### config.mk
export PLATFORM = sky130hd
export DESIGN_NAME = if_tracker
export DESIGN_NICKNAME = d
export VERILOG_FILES = /design/src/rtl/if_tracker.sv
export SDC_FILE = /design/constraint.sdc
export NUM_CORES = 1
export LEC_CHECK = 0
export CAP_MARGIN = 40
export CORE_UTILIZATION = 50
export CTS_CLUSTER_SIZE = 12
export DETAILED_ROUTE_END_ITERATION = 7
export GPL_TIMING_DRIVEN = 0
export PLACE_DENSITY = 0.72
export SLEW_MARGIN = 40
export SYNTH_ARGS = -nofsm -noshare
export SYNTH_HDL_FRONTEND = slang
export SYNTH_SLANG_ARGS = --single-unit
### constraint.sdc
create_clock -name clk -period 4.3 [get_ports clk]
set_input_delay 0.86 -clock clk [delete_from_list [all_inputs] [get_ports clk]]
set_output_delay 0.86 -clock clk [all_outputs]
set_load 0.02 [all_outputs]
### src/rtl/if_tracker.sv
// Passive instruction-fetch monitor: timestamps req/grant/rvalid and emits one record per completed fetch.
// Latency: rvalid in cycle N -> if_data_ready in N+1. No backpressure; grants into a full queue are dropped and flagged.
module if_tracker #(
    parameter int ADDR_WIDTH = 32,
    parameter int DATA_WIDTH = 32,
    parameter int PEND_DEPTH = 4,
    localparam int REC_W     = ADDR_WIDTH + DATA_WIDTH + 3 * 32 + 2
) (
    input  logic                  clk,
    input  logic                  rst,
    input  logic [31:0]           counter,
    input  logic                  if_busy,
    input  logic                  if_ready,
    input  logic                  instr_req,
    input  logic [ADDR_WIDTH-1:0] instr_addr,
    input  logic                  instr_grant,
    input  logic                  instr_rvalid,
    input  logic [DATA_WIDTH-1:0] instr_rdata,
    output logic                  if_data_ready,
    output logic [REC_W-1:0]      if_data_o
);

    localparam int PTR_W = (PEND_DEPTH > 1) ? $clog2(PEND_DEPTH) : 1;
    localparam int CNT_W = $clog2(PEND_DEPTH + 1);

    typedef struct packed {
        logic [ADDR_WIDTH-1:0] addr;
        logic [DATA_WIDTH-1:0] data;
        logic [31:0]           req_time;
        logic [31:0]           gnt_time;
        logic [31:0]           rvalid_time;
        logic                  busy_at_gnt;
        logic                  overflow;
    } trace_output_t;

    typedef struct packed {
        logic [ADDR_WIDTH-1:0] addr;
        logic [31:0]           req_time;
        logic [31:0]           gnt_time;
        logic                  busy_at_gnt;
    } pend_t;

    logic              req_open;
    logic [31:0]       req_start;
    pend_t             mem [PEND_DEPTH];
    logic [PTR_W-1:0]  wr_ptr;
    logic [PTR_W-1:0]  rd_ptr;
    logic [CNT_W-1:0]  count;
    logic              overflow;
    trace_output_t     rec_q;
    logic              rdy_q;

    logic              grant;
    logic              pop;
    logic              full;
    logic              push;
    logic              drop;
    pend_t             new_entry;
    pend_t             head;

    // if_ready is observed only; it has no effect on records yet.
    logic unused_if_ready;
    assign unused_if_ready = if_ready;

    always_comb begin
        grant = instr_req & instr_grant;
        pop   = instr_rvalid & (count != '0);
        full  = (count == CNT_W'(PEND_DEPTH));
        // A pop in the same cycle frees the slot the push needs.
        push  = grant & (~full | pop);
        drop  = grant & full & ~pop;
        head  = mem[rd_ptr];
        new_entry = '{addr:        instr_addr,
                      req_time:    req_open ? req_start : counter,
                      gnt_time:    counter,
                      busy_at_gnt: if_busy};
    end

    always_ff @(posedge clk) begin
        if (push) begin
            mem[wr_ptr] <= new_entry;
        end
    end

    always_ff @(posedge clk or negedge rst) begin
        if (!rst) begin
            req_open  <= 1'b0;
            req_start <= '0;
            wr_ptr    <= '0;
            rd_ptr    <= '0;
            count     <= '0;
            overflow  <= 1'b0;
            rdy_q     <= 1'b0;
            rec_q     <= '0;
        end else begin
            if (grant) begin
                req_open <= 1'b0;
            end else if (instr_req && !req_open) begin
                req_open  <= 1'b1;
                req_start <= counter;
            end

            if (push) begin
                wr_ptr <= wr_ptr + PTR_W'(1);
            end
            if (pop) begin
                rd_ptr <= rd_ptr + PTR_W'(1);
            end
            count <= count + CNT_W'(push) - CNT_W'(pop);

            if (drop) begin
                overflow <= 1'b1;
            end

            rdy_q <= pop;
            if (pop) begin
                rec_q <= '{addr:        head.addr,
                           data:        instr_rdata,
                           req_time:    head.req_time,
                           gnt_time:    head.gnt_time,
                           rvalid_time: counter,
                           busy_at_gnt: head.busy_at_gnt,
                           overflow:    overflow};
            end
        end
    end

    assign if_data_ready = rdy_q;
    assign if_data_o     = rec_q;

endmodule

======== Word level (Yosys, flattened, before mapping) ========
Memories as Yosys holds them, arrays and structs flattened. A register that Yosys moved wholly into a read port is not among the register bits.
Cells that the tools add are included.
operators by class
  $add $sub $neg .......................... 4
  eq/ne operators ......................... 1
  muxes and demuxes ....................... 5
  bitwise logic cells ..................... 9
  reduce and logical (&&, ||, !) cells .... 6
operator list
  kind                                                           number
  32-bit two-way mux                                             1
  1-bit bitwise AND                                              5
  2-bit by 1-bit adder with 2-bit output, second input constant  2
  1-bit two-way mux                                              4
  3-bit by 1-bit adder with 3-bit output                         1
  3-bit equality test, second input constant                     1
  1-bit NOT                                                      3
  3-bit nonzero test                                             1
  3-bit by 1-bit subtractor with 3-bit output                    1
  1-bit zero test                                                2
  2-bit AND reduction                                            1
  2-bit nonzero test                                             1
  1-bit logical AND                                              1
  1-bit bitwise OR                                               1
word-level totals
  bits in registers ....................... 107
  RAM bits ................................ 388
  input port bits ......................... 103
  output and inout bits ................... 163
  logic and storage cells ................. 36
  memories ................................ 1
memories
  memory  words  width  rd ports  clocked after memory_dff  wr ports  RTL line  source
  mem     4      97     1         1                         1         45        pend_t mem [PEND_DEPTH];

======== Longest topological paths before layout ========
Gate-level depths: netlist (run 1).
  depth in word-level cells ............... 6
  gate-level depth with buffers ........... 11
  depth with buffers taken out ............ 10

======== Least setup slack after synthesis (run 1) ========
No wires, ideal clock.
  path kind ............................... input port to flip-flop
  from .................................... input port instr_rvalid
  to ...................................... memory mem[2][0] (netlist name) (enable)
  setup time .............................. 0.467 ns
  arrival time ............................ 3.496 ns
  data required time ...................... 3.833 ns
  setup slack ............................. 0.337 ns
  cell stages on the path ................. 3
  path buffers ............................ 0
  cells stage by stage .................... nor4b_1 -> nor2_1 -> and2_1
between the ends
  longest elaborated chain between the ends .. 5
RTL lines
  what                                     RTL line  source
  start, declared                          17        input logic instr_rvalid,
  1-bit bitwise AND                        67        pop = instr_rvalid & (count != '0);
  1-bit bitwise OR                         70        push = grant & (~full | pop);
  1-bit bitwise AND                        70
  1-bit two-way mux                        80        if (push) begin
  1-bit two-way mux (implied by the code)  81        mem[wr_ptr] <= new_entry;
  end, declared                            45
Every way passes these cells.

======== Worst setup path after layout (run 1) ========
  from .................................... input port instr_rvalid
  to ...................................... register count[2]
between the ends
  longest elaborated chain between the ends .. 5
RTL lines
  what                                             RTL line  source
  1-bit bitwise AND (*)                            67
  net pop                                          54        logic pop;
  1-bit bitwise OR                                 70
  1-bit bitwise AND                                70
  3-bit by 1-bit adder with 3-bit output           109       count <= count + CNT_W'(push) - CNT_W'(pop);
  3-bit by 1-bit subtractor with 3-bit output (*)  109
  end signal, assigned                             109
  end, declared                                    48        logic [CNT_W-1:0] count;
The timed path passes the listed nets; every way through them passes the cells marked *.
A chain may end at the register's enable or synchronous reset.

==> run metrics, run 1 <==
status finished, final reports clean; Final Cell Area 27600 um^2; synth warn 0; WS Path Type primary input to flip-flop; Sw Share a little under a third; Synth Net Count around 1400; NumNets Final 1786; vias in the first global route approximately 13000; Clock power frac about 26%; Avg Inst Size Synth 16.5 um^2; placed cell area between 20000 and 30000 um^2; CP Max Fanout 11; Post-CTS Resized 0; H-tree depth 2; area leader, netlist edfxtp_1; share of cells above drive strength 1 about 17%; critical path's slowest cell clkdlybuf4s50_1; pwr/cell area roughly 670 nW/um^2; via count approximately 12000; Core Rows 76; VDD IR max between 0.0004 and 0.0005 V; port buffer count 264; Clock Skew 0.0206 ns; P_leak ~11 nW; Post-Route WL 48800 um; CP Capture Type flip-flop; via/cell ratio approximately 5.3; fin. max-slew vios 0; largest family of logic cells by synthesized area multiplexers; Post-Layout Cell Count roughly 2300; f_max 335 MHz; Final GP Congestion ~0.74; Synth top area share between 50% and 60%; Inserted Clock Buffers 59; Die Y-Extent between 200 and 250 um; CP max stage delay between 0.4 and 0.5 ns; boundary pin count around 270; Hold-fix buffers, CTS 0; Antenna Nets Post-Route 0; CP arrival around 3.5 ns; TritonCTS clock tree yes; Synth cell types 23; asr flop ratio synth about a third; initial core utilization between 50% and 60%; CTS sink cnt ~600; crit start category primary input; DP Wirelength 31100 um; Total GRT Usage 22.5%; sequential area share after synthesis between 70% and 80%; met2 wire len 24800 um; slew margin rel. between 40 and 50%; core box area ~43000 um^2; mux contribution to synthesized area 13.2%; Psw between 5 and 6 mW; P&R area growth vs syn 24.9%; Most used DFF post-synth edfxtp_1; Reg clk slew, reported paths 0.06 ns; simple-gate portion of the synthesized area around 8.5%; met3 routed WL 2690 um; post-synthesis adder-cell area fraction 0.431%; Metal-1 WL slightly above 20000 um; Die ar. about 45000 um^2; final hold viol count 0; most used cell, CP inv_1; top cells by area, synth edfxtp_1 (53%), dfrtp_1 (23%), mux4_2 (9.9%); RSZ-0062 raised after global routing false; worst hold path class primary input to async pin; combinational fraction of design power between 30% and 40%; later-pin clock latency in the skew report approximately 0.60 ns; crit-path cells clkdlybuf4s50_1 -> o31ai_1 -> inv_1 -> clkbuf_2 -> buf_2 -> ha_1 -> inv_1 -> ha_1 -> inv_1 -> fa_1 -> xnor2_1 -> xnor2_1; Final Setup Violations 0; Max Cap Violations 0; Max clock buf depth 3; number of synthesized flops with an enable pin between 300 and 400; Worst EP required a little under 5 ns; Routed WL per cell around 21 um; buffer count from post-CTS setup fixing 0; uppermost layer routed met5; fin crit period between 2 and 3 ns; count leader, synth nand2_1; initial antenna violation count 3; Cells after DPL between 2000 and 2500; Compound-Gate Fraction of Synth Area less than 1%; Synth top cells by count nand2_1 (488), edfxtp_1 (388), dfrtp_1 (204), mux4_2 (97), mux2_2 (65); Reg power frac between 40% and 50%; Power Internal around 13 mW; Root Driver clkbuf_16; Post-Synth XOR/XNOR Area less than 1%; drt drc 0; Slew @ Worst Pin approximately 0.85 ns; largest net degree at the start of global routing between 60 and 70; Cells after Synth roughly 1300; crit share post-route 69.4%; count of state elements after synthesis ~600; Remaining Overflow, GRT 0; TritonRoute pass-1 iters 4; global-route wire length before repair around 75000 um; Die Wd between 200 and 250 um; Netlist Area Pre-Place around 22000 um^2; iteration-0 DRC count of the detailed router around 960
## area by class of cell
class / count / area [um^2]
Inverter: 7 / 26.3
Buffer: 65 / 347
Sequential cell: 592 / 16800
Antenna cell: 1 / 2.50
Fill cell: 3135 / 15800
Tap cell: 585 / 732
Clock buffer: 95 / 1710
Timing Repair Buffer: 279 / 2960
Multi-Input combinational cell: 672 / 4970
Clock inverter: 13 / 85.1
## through the flow
step | util [%] | TNS [ns] | hold slack, ns | worst slack, ns | power [mW]
floorplan | - | 0 | 0.440 | 0.337 | 11.3
global placement | 58.7 | -2256.18 | 0.452 | -6.89 | 13.8
detailed placement | 59.5 | 0 | 0.461 | 0.673 | 13.9
CTS | 63.6 | 0 | 0.120 | 1.31 | 18.7
global route | 63.6 | 0 | 0.144 | 1.20 | 19.4
finish | 63.6 | 0 | 0.141 | 1.31 | 18.5
## logic make-up (layout without fill, tap and decap cells)
logic type,count (synthesis),count (layout)
buffers and inverters,72,459
AND/OR/NAND/NOR,495,495
multiplexers,162,162
adder cells (fa/ha/maj),7,7
AO/OA/AOI/OAI,3,3
XOR/XNOR,5,5
flip-flops,592,592
other,0,1
## power groups by stage
stage | clock (mW) | sequential [mW] | combinational, mW
2_1_floorplan | 0 | 8.70 | 2.61
3_3_place_gp | 0 | 8.01 | 5.74
3_5_place_dp | 0 | 7.97 | 5.94
4_1_cts | 4.89 | 7.88 | 5.98
5_1_grt | 5.10 | 7.98 | 6.34
6_report | 4.78 | 7.87 | 5.86
## routing by layer
layer	vias up	global-route usage, %
met5	-	0
met4	4	6.90
met1	6326	29.3
met2	339	38.7
li1	5476	-
met3	75	3.94
## critical path: cells and delay by family
family / cells / cell delay (ns)
buffers and inverters: 6 / 1.42
adder cells (fa/ha/maj): 3 / 0.81
XOR/XNOR: 2 / 0.32
AO/OA/AOI/OAI: 1 / 0.09
## worst paths after layout
kind	from	endpoint	slack, ns	cells after the start
max	instr_rvalid	count[2]	1.31	12
max in group asynchronous	rst	if_data_o[35]	3.17	3
max reg2reg	count[1]	count[2]	1.47	11
min reg2reg	if_data_o[106]	if_data_o[106]	0.47	2
min in group clk	if_data_o[106]	if_data_o[106]	0.47	2
min	rst	if_data_o[19]	0.14	1
## state kept, by name (all words and copies together), names as in the netlist
name and cells:
if_data_ready 1, req_start 32, if_data_o 162, count 3
wr_ptr 2, rd_ptr 2, overflow 1, mem 388
req_open 1
## cell usage in the layout, fill, tap and decap left out, types with 4 or more instances in the layout
master,netlist,final
inv_1,7,7
and2_4,0,4
mux4_2,97,97
ha_1,6,6
xnor2_1,5,5
edfxtp_1,388,388
clkinv_2,0,8
nand2_1,488,488
buf_2,22,22
clkinv_1,0,4
clkdlybuf4s50_1,0,263
clkbuf_1,24,50
clkbuf_16,0,61
dfrtp_1,204,204
clkbuf_8,0,6
buf_1,6,6
buf_4,10,10
mux2_2,65,65
buf_12,1,14
Note: power is estimated with default switching activity, not from simulation.
==> run 2, diff against run 1 <==
- clock period: 4.3 -> 3 ns (I/O delays scaled with it)
==> run metrics, run 2 (same netlist as run 1, synthesis figures left out) <==
status finished, final reports clean; fin. max-slew vios 0 (unchanged); via count 12000 (-1.6%); crit start category primary input; setup ws final 0.333 ns (-0.981 ns); slew margin rel. 43.1% (about the same); f_max around 370 MHz; most frequent cells in the layout nand2_1 (488), edfxtp_1 (388), clkdlybuf4s50_1 (263); met2 wire len 24500 um (-1.1%); CTS sink cnt 592 (unchanged); CP Max Fanout 11 (unchanged); uppermost layer routed met5; WS Path Type primary input to flip-flop; worst hold path class primary input to async pin; Post-Route WL 48500 um (-0.73%); final hold viol count 0 (unchanged); worst reg2reg path depth 11 (unchanged); crit share post-route between 80% and 90%; Die Wd 212 um (unchanged); Final GP Congestion 0.723 (-2.9%); Reg area 16800 um^2 (unchanged); VDD IR max 0.000691 V (+56%); initial core utilization 50.9% (unchanged); fin crit period 2.67 ns; most used cell, CP inv_1; port buffer count 264 (unchanged); NumNets Final 1788 (+0.11%); crit-path cells clkdlybuf4s50_1 -> o31ai_1 -> inv_1 -> buf_2 -> buf_2 -> ha_1 -> inv_1 -> ha_1 -> inv_1 -> fa_1 -> xnor2_1 -> xnor2_1; global-route wire length before repair 73500 um (-1.6%); Inserted Clock Buffers 59 (unchanged); TritonCTS clock tree yes; commonest non-fill, non-tap cell in the layout nand2_1; Metal-1 WL 20300 um (+0.36%); P&R area growth vs syn 25.2%; Design Power 26.5 mW (+43%); Placement Setup Slack -0.319 ns (-0.992 ns); core box area 43400 um^2 (unchanged); boundary pin count 266 (unchanged); TNS Setup 0 ns (unchanged); P_leak 10.7 nW (+0.15%); Root Driver clkbuf_16; RSZ-0062 raised after global routing false; critical path's slowest cell clkdlybuf4s50_1; vias in the first global route 12700 (-3.1%); CP Capture Type flip-flop; CP arrival 3.15 ns (-0.36 ns); r2r endpoint count[2]; layout filler cell count 3161 (+0.83%); multi-input combinational cell area 4970 um^2 (unchanged); Core Rows 76 (unchanged); Die ar. 45000 um^2 (unchanged); most flop-heavy register mem; share of cells above drive strength 1 17.2% (-0.040 points); via/cell ratio 5.20 (-1.7%); fin util 63.7% (+0.11 points); Worst EP required 3.48 ns (-1.35 ns); iteration-0 DRC count of the detailed router 759 (-21%); max reg flops 388 (unchanged); drt drc 0 (unchanged); Clock Skew 0.0175 ns (-0.00306 ns); Max clock buf depth 3 (unchanged); TritonRoute pass-1 iters 5 (+1); Max Cap Violations 0 (unchanged); CP startpoint instr_rvalid; Final Setup Violations 0 (unchanged); Routed WL per cell 21.0 um (-0.90%); Total GRT Usage 22.3% (-0.23 points); met3 routed WL 2650 um (-1.6%); initial antenna violation count 4 (+1); Die Y-Extent 212 um (unchanged); Slew @ Worst Pin 0.854 ns (-0.000508 ns); later-pin clock latency in the skew report 0.61 ns (about the same); Remaining Overflow, GRT 0 (unchanged); Crit path max-delay family buffers and inverters; critical path buffer and inverter count 6 (unchanged); DP Wirelength 31200 um (+0.15%); pwr/cell area 960 nW/um^2 (+43%); Reg clk slew, reported paths 0.06 ns (about the same); flop2flop setup slack 0.35 ns (-1.12 ns); largest net degree at the start of global routing 66 (unchanged); Antenna Nets Post-Route 0 (unchanged); H-tree depth 2 (unchanged); CP max stage delay 0.50 ns (+0.02 ns); Reg2Reg Launch Point count[1]
run 2: worst max-delay path by stage:
stage,depth (start not counted),end
after CTS,11,count[2]
after global placement,1,if_data_o[152]
final,12,count[2]
after floorplan,3,mem[0][0]
after global routing,11,count[2]
after detailed placement,12,count[2]
run 2: layout make-up:
cell class | instances | area share (%)
flip-flops and latches | 592 | 60.6
clock buffers | 100 | 6.23
inverters | 7 | 0.0951
diodes | 1 | 0.00905
multi-input cells | 672 | 18.0
clock inverters | 10 | 0.276
repair buffers | 281 | 10.9
well taps | 585 | 2.65
plain buffers | 65 | 1.26
run 2: what timing repair did:
| action | CTS | global route |
|---|---|---|
| gates resized for setup | 0 | 1 |
| hold buffers | 1 | 0 |
| setup buffers | 0 | 0 |
| hold endpoints to repair | 26 | 0 |
| setup endpoints to repair | 0 | 1 |
run 2: metrics by stage:
stage,hold slack (ns),instance area (um^2),instances
6_report,0.463,27600,2313
2_1_floorplan,0.304,22100,1336
3_5_place_dp,0.461,25800,2201
3_3_place_gp,0.456,25500,2185
5_1_grt,0.466,27600,2312
4_1_cts,0.437,27600,2312
run 2: report_power, final:
part / switching [mW] / internal (mW) / leakage (nW)
Combinational: 4.52 / 3.89 / 3.78
Sequential: 0.752 / 10.5 / 6.00
Clock: 2.90 / 3.96 / 0.873
Total: 8.16 / 18.4 / 10.7
run 2: layer usage:
metal / vias to the layer above / GRT usage (%)
li1: 5477 / -
met1: 6142 / 29.7
met2: 339 / 37.8
met3: 66 / 3.90
met4: 6 / 6.27
met5: - / 0
==> run 3, diff against run 2 <==
- PLACE_DENSITY: 0.72 -> 0.75
- SETUP_SLACK_MARGIN: unset -> 0.2
- clock period: 3 -> 2.44 ns (I/O delays scaled with it)
==> run metrics, run 3 (same netlist as run 1, synthesis figures left out) <==
status finished, final reports clean; global-route wire length before repair 73300 um (-0.23%); RSZ-0062 raised after global routing true; critical path's slowest cell dfrtp_2; H-tree depth 2 (unchanged); Core Rows 76 (unchanged); P&R area growth vs syn 25.7%; commonest non-fill, non-tap cell in the layout nand2_1; Max Cap Violations 0 (unchanged); most frequent cells in the layout nand2_1 (488), edfxtp_1 (388), clkdlybuf4s50_1 (263); TritonRoute pass-1 iters 6 (+1); Reg clk slew, reported paths 0.06 ns (about the same); Post-Route WL 48200 um (-0.45%); final hold viol count 0 (unchanged); worst hold path class primary input to async pin; pwr/cell area 1180 nW/um^2 (+23%); max reg flops 388 (unchanged); NumNets Final 1792 (+0.22%); initial core utilization 50.9% (unchanged); Final GP Congestion 0.733 (+1.3%); slew margin rel. 44.8% (+1.7 points); via count 12100 (+0.93%); P_leak 10.7 nW (+0.26%); CP Max Fanout 3 (-8); TNS Setup 0 ns (unchanged); VDD IR max 0.000739 V (+7.0%); hold slack 0.392 ns (-0.0709 ns); iteration-0 DRC count of the detailed router 856 (+13%); Worst EP required 2.91 ns (-0.57 ns); largest net degree at the start of global routing 61 (-7.6%); most used cell, CP inv_2; later-pin clock latency in the skew report 0.60 ns (about the same); placed cell area 25800 um^2 (-0.11%); Remaining Overflow, GRT 0 (unchanged); crit-path cells o31ai_4 -> inv_2 -> clkbuf_16 -> buf_12 -> ha_4 -> inv_2 -> ha_4 -> inv_2 -> fa_2 -> xnor2_2 -> xnor2_1; fin crit period roughly 2.2 ns; f_max approximately 450 MHz; crit share post-route about nine tenths; Final Setup Violations 0 (unchanged); Routed WL per cell 20.8 um (-0.58%); Die ar. 45000 um^2 (unchanged); initial antenna violation count 3 (-1); CP arrival 2.69 ns (-0.46 ns); Placement Setup Slack -0.873 ns (-0.554 ns); Clock Skew 0.0140 ns (-0.00352 ns); port buffer count 264 (unchanged); most flop-heavy register mem; crit start category flip-flop; setup ws final 0.226 ns (-0.107 ns); boundary pin count 266 (unchanged); Final Cell Area 27800 um^2 (+0.42%); via/cell ratio 5.24 (+0.80%); vias in the first global route 12600 (-0.43%); share of cells above drive strength 1 18.0% (+0.84 points); Antenna Nets Post-Route 0 (unchanged); WS Path Type flip-flop to flip-flop; DP Wirelength 30800 um (-1.1%); CTS sink cnt 592 (unchanged); Die Y-Extent 212 um (unchanged); Total GRT Usage 22.0% (-0.29 points); Max clock buf depth 3 (unchanged); fin. max-slew vios 0 (unchanged); Inserted Clock Buffers 59 (unchanged); core box area 43400 um^2 (unchanged); CP Capture Type flip-flop; TritonCTS clock tree yes; CP max stage delay 0.44 ns (-0.06 ns); Design Power 32.8 mW (+23%); Die Wd 212 um (unchanged); Slew @ Worst Pin 0.828 ns (-0.0255 ns); drt drc 0 (unchanged); Root Driver clkbuf_16
-- run 3: changes by cell type in the layout (fill, tap and decap cells not counted), sizes merged --
cell,delta
buf,+3
bufinv,+1
clkinv,-1
-- run 3: cell type report --
class,instances,area (um^2)
antenna,1,2.50
buffer,65,382
clock buffer,99,1700
clock inverter,10,100
fill,3137,15600
inverter,7,26.3
multi-input combinational,672,5040
sequential,592,16800
tap,585,732
timing repair buffer,285,3020
-- run 3: what timing repair did --
action,CTS,global route
pin swaps,4,4
setup endpoints to repair,117,53
hold buffers,1,0
hold endpoints to repair,41,0
buffers inserted,3,2
resized for setup,19,5
-- run 3: critical path, delay by kind of cell, from the launching register on --
family / cells / cell delay (ns)
fa+ha+maj: 3 / 0.66
flops: 1 / 0.44
buf+inv: 5 / 0.42
xor+xnor: 2 / 0.28
compound gates: 1 / 0.27
-- run 3: layer usage --
layer	track usage, %	share of wire (%)	vias to the layer above
met2	37.1	51	370
met3	4.62	6.4	67
met4	5.90	2.0	2
met5	0	0.029	-
met1	29.1	41	6202
li1	-	-	5501
-- run 3: worst paths after layout --
check                      cells past startpoint      startpoint        endpoint  slack (ns)
setup reg to reg                              11        count[0]        count[2]        0.23
max in group asynchronous                      4             rst        count[1]        1.07
hold / removal                                 2             rst   if_data_o[50]        0.39
setup / recovery                              11        count[0]        count[2]        0.23
hold reg to reg                                2  if_data_o[108]  if_data_o[108]        0.47
min in group clk                               3  instr_rdata[5]  if_data_o[103]        0.43
-- run 3: power by group --
group	internal, mW	total (mW)	switching (mW)
Clock	4.90	8.44	3.54
Combinational	4.88	10.5	5.58
Sequential	12.9	13.9	0.945
Total	22.7	32.8	10.1
-- run 3: through the flow --
step / instances / utilization [%]
finish: 2316 / 64.0
global placement: 2185 / 58.7
detailed placement: 2200 / 59.5
CTS: 2313 / 63.9
floorplan: 1336 / -
global route: 2316 / 64.0
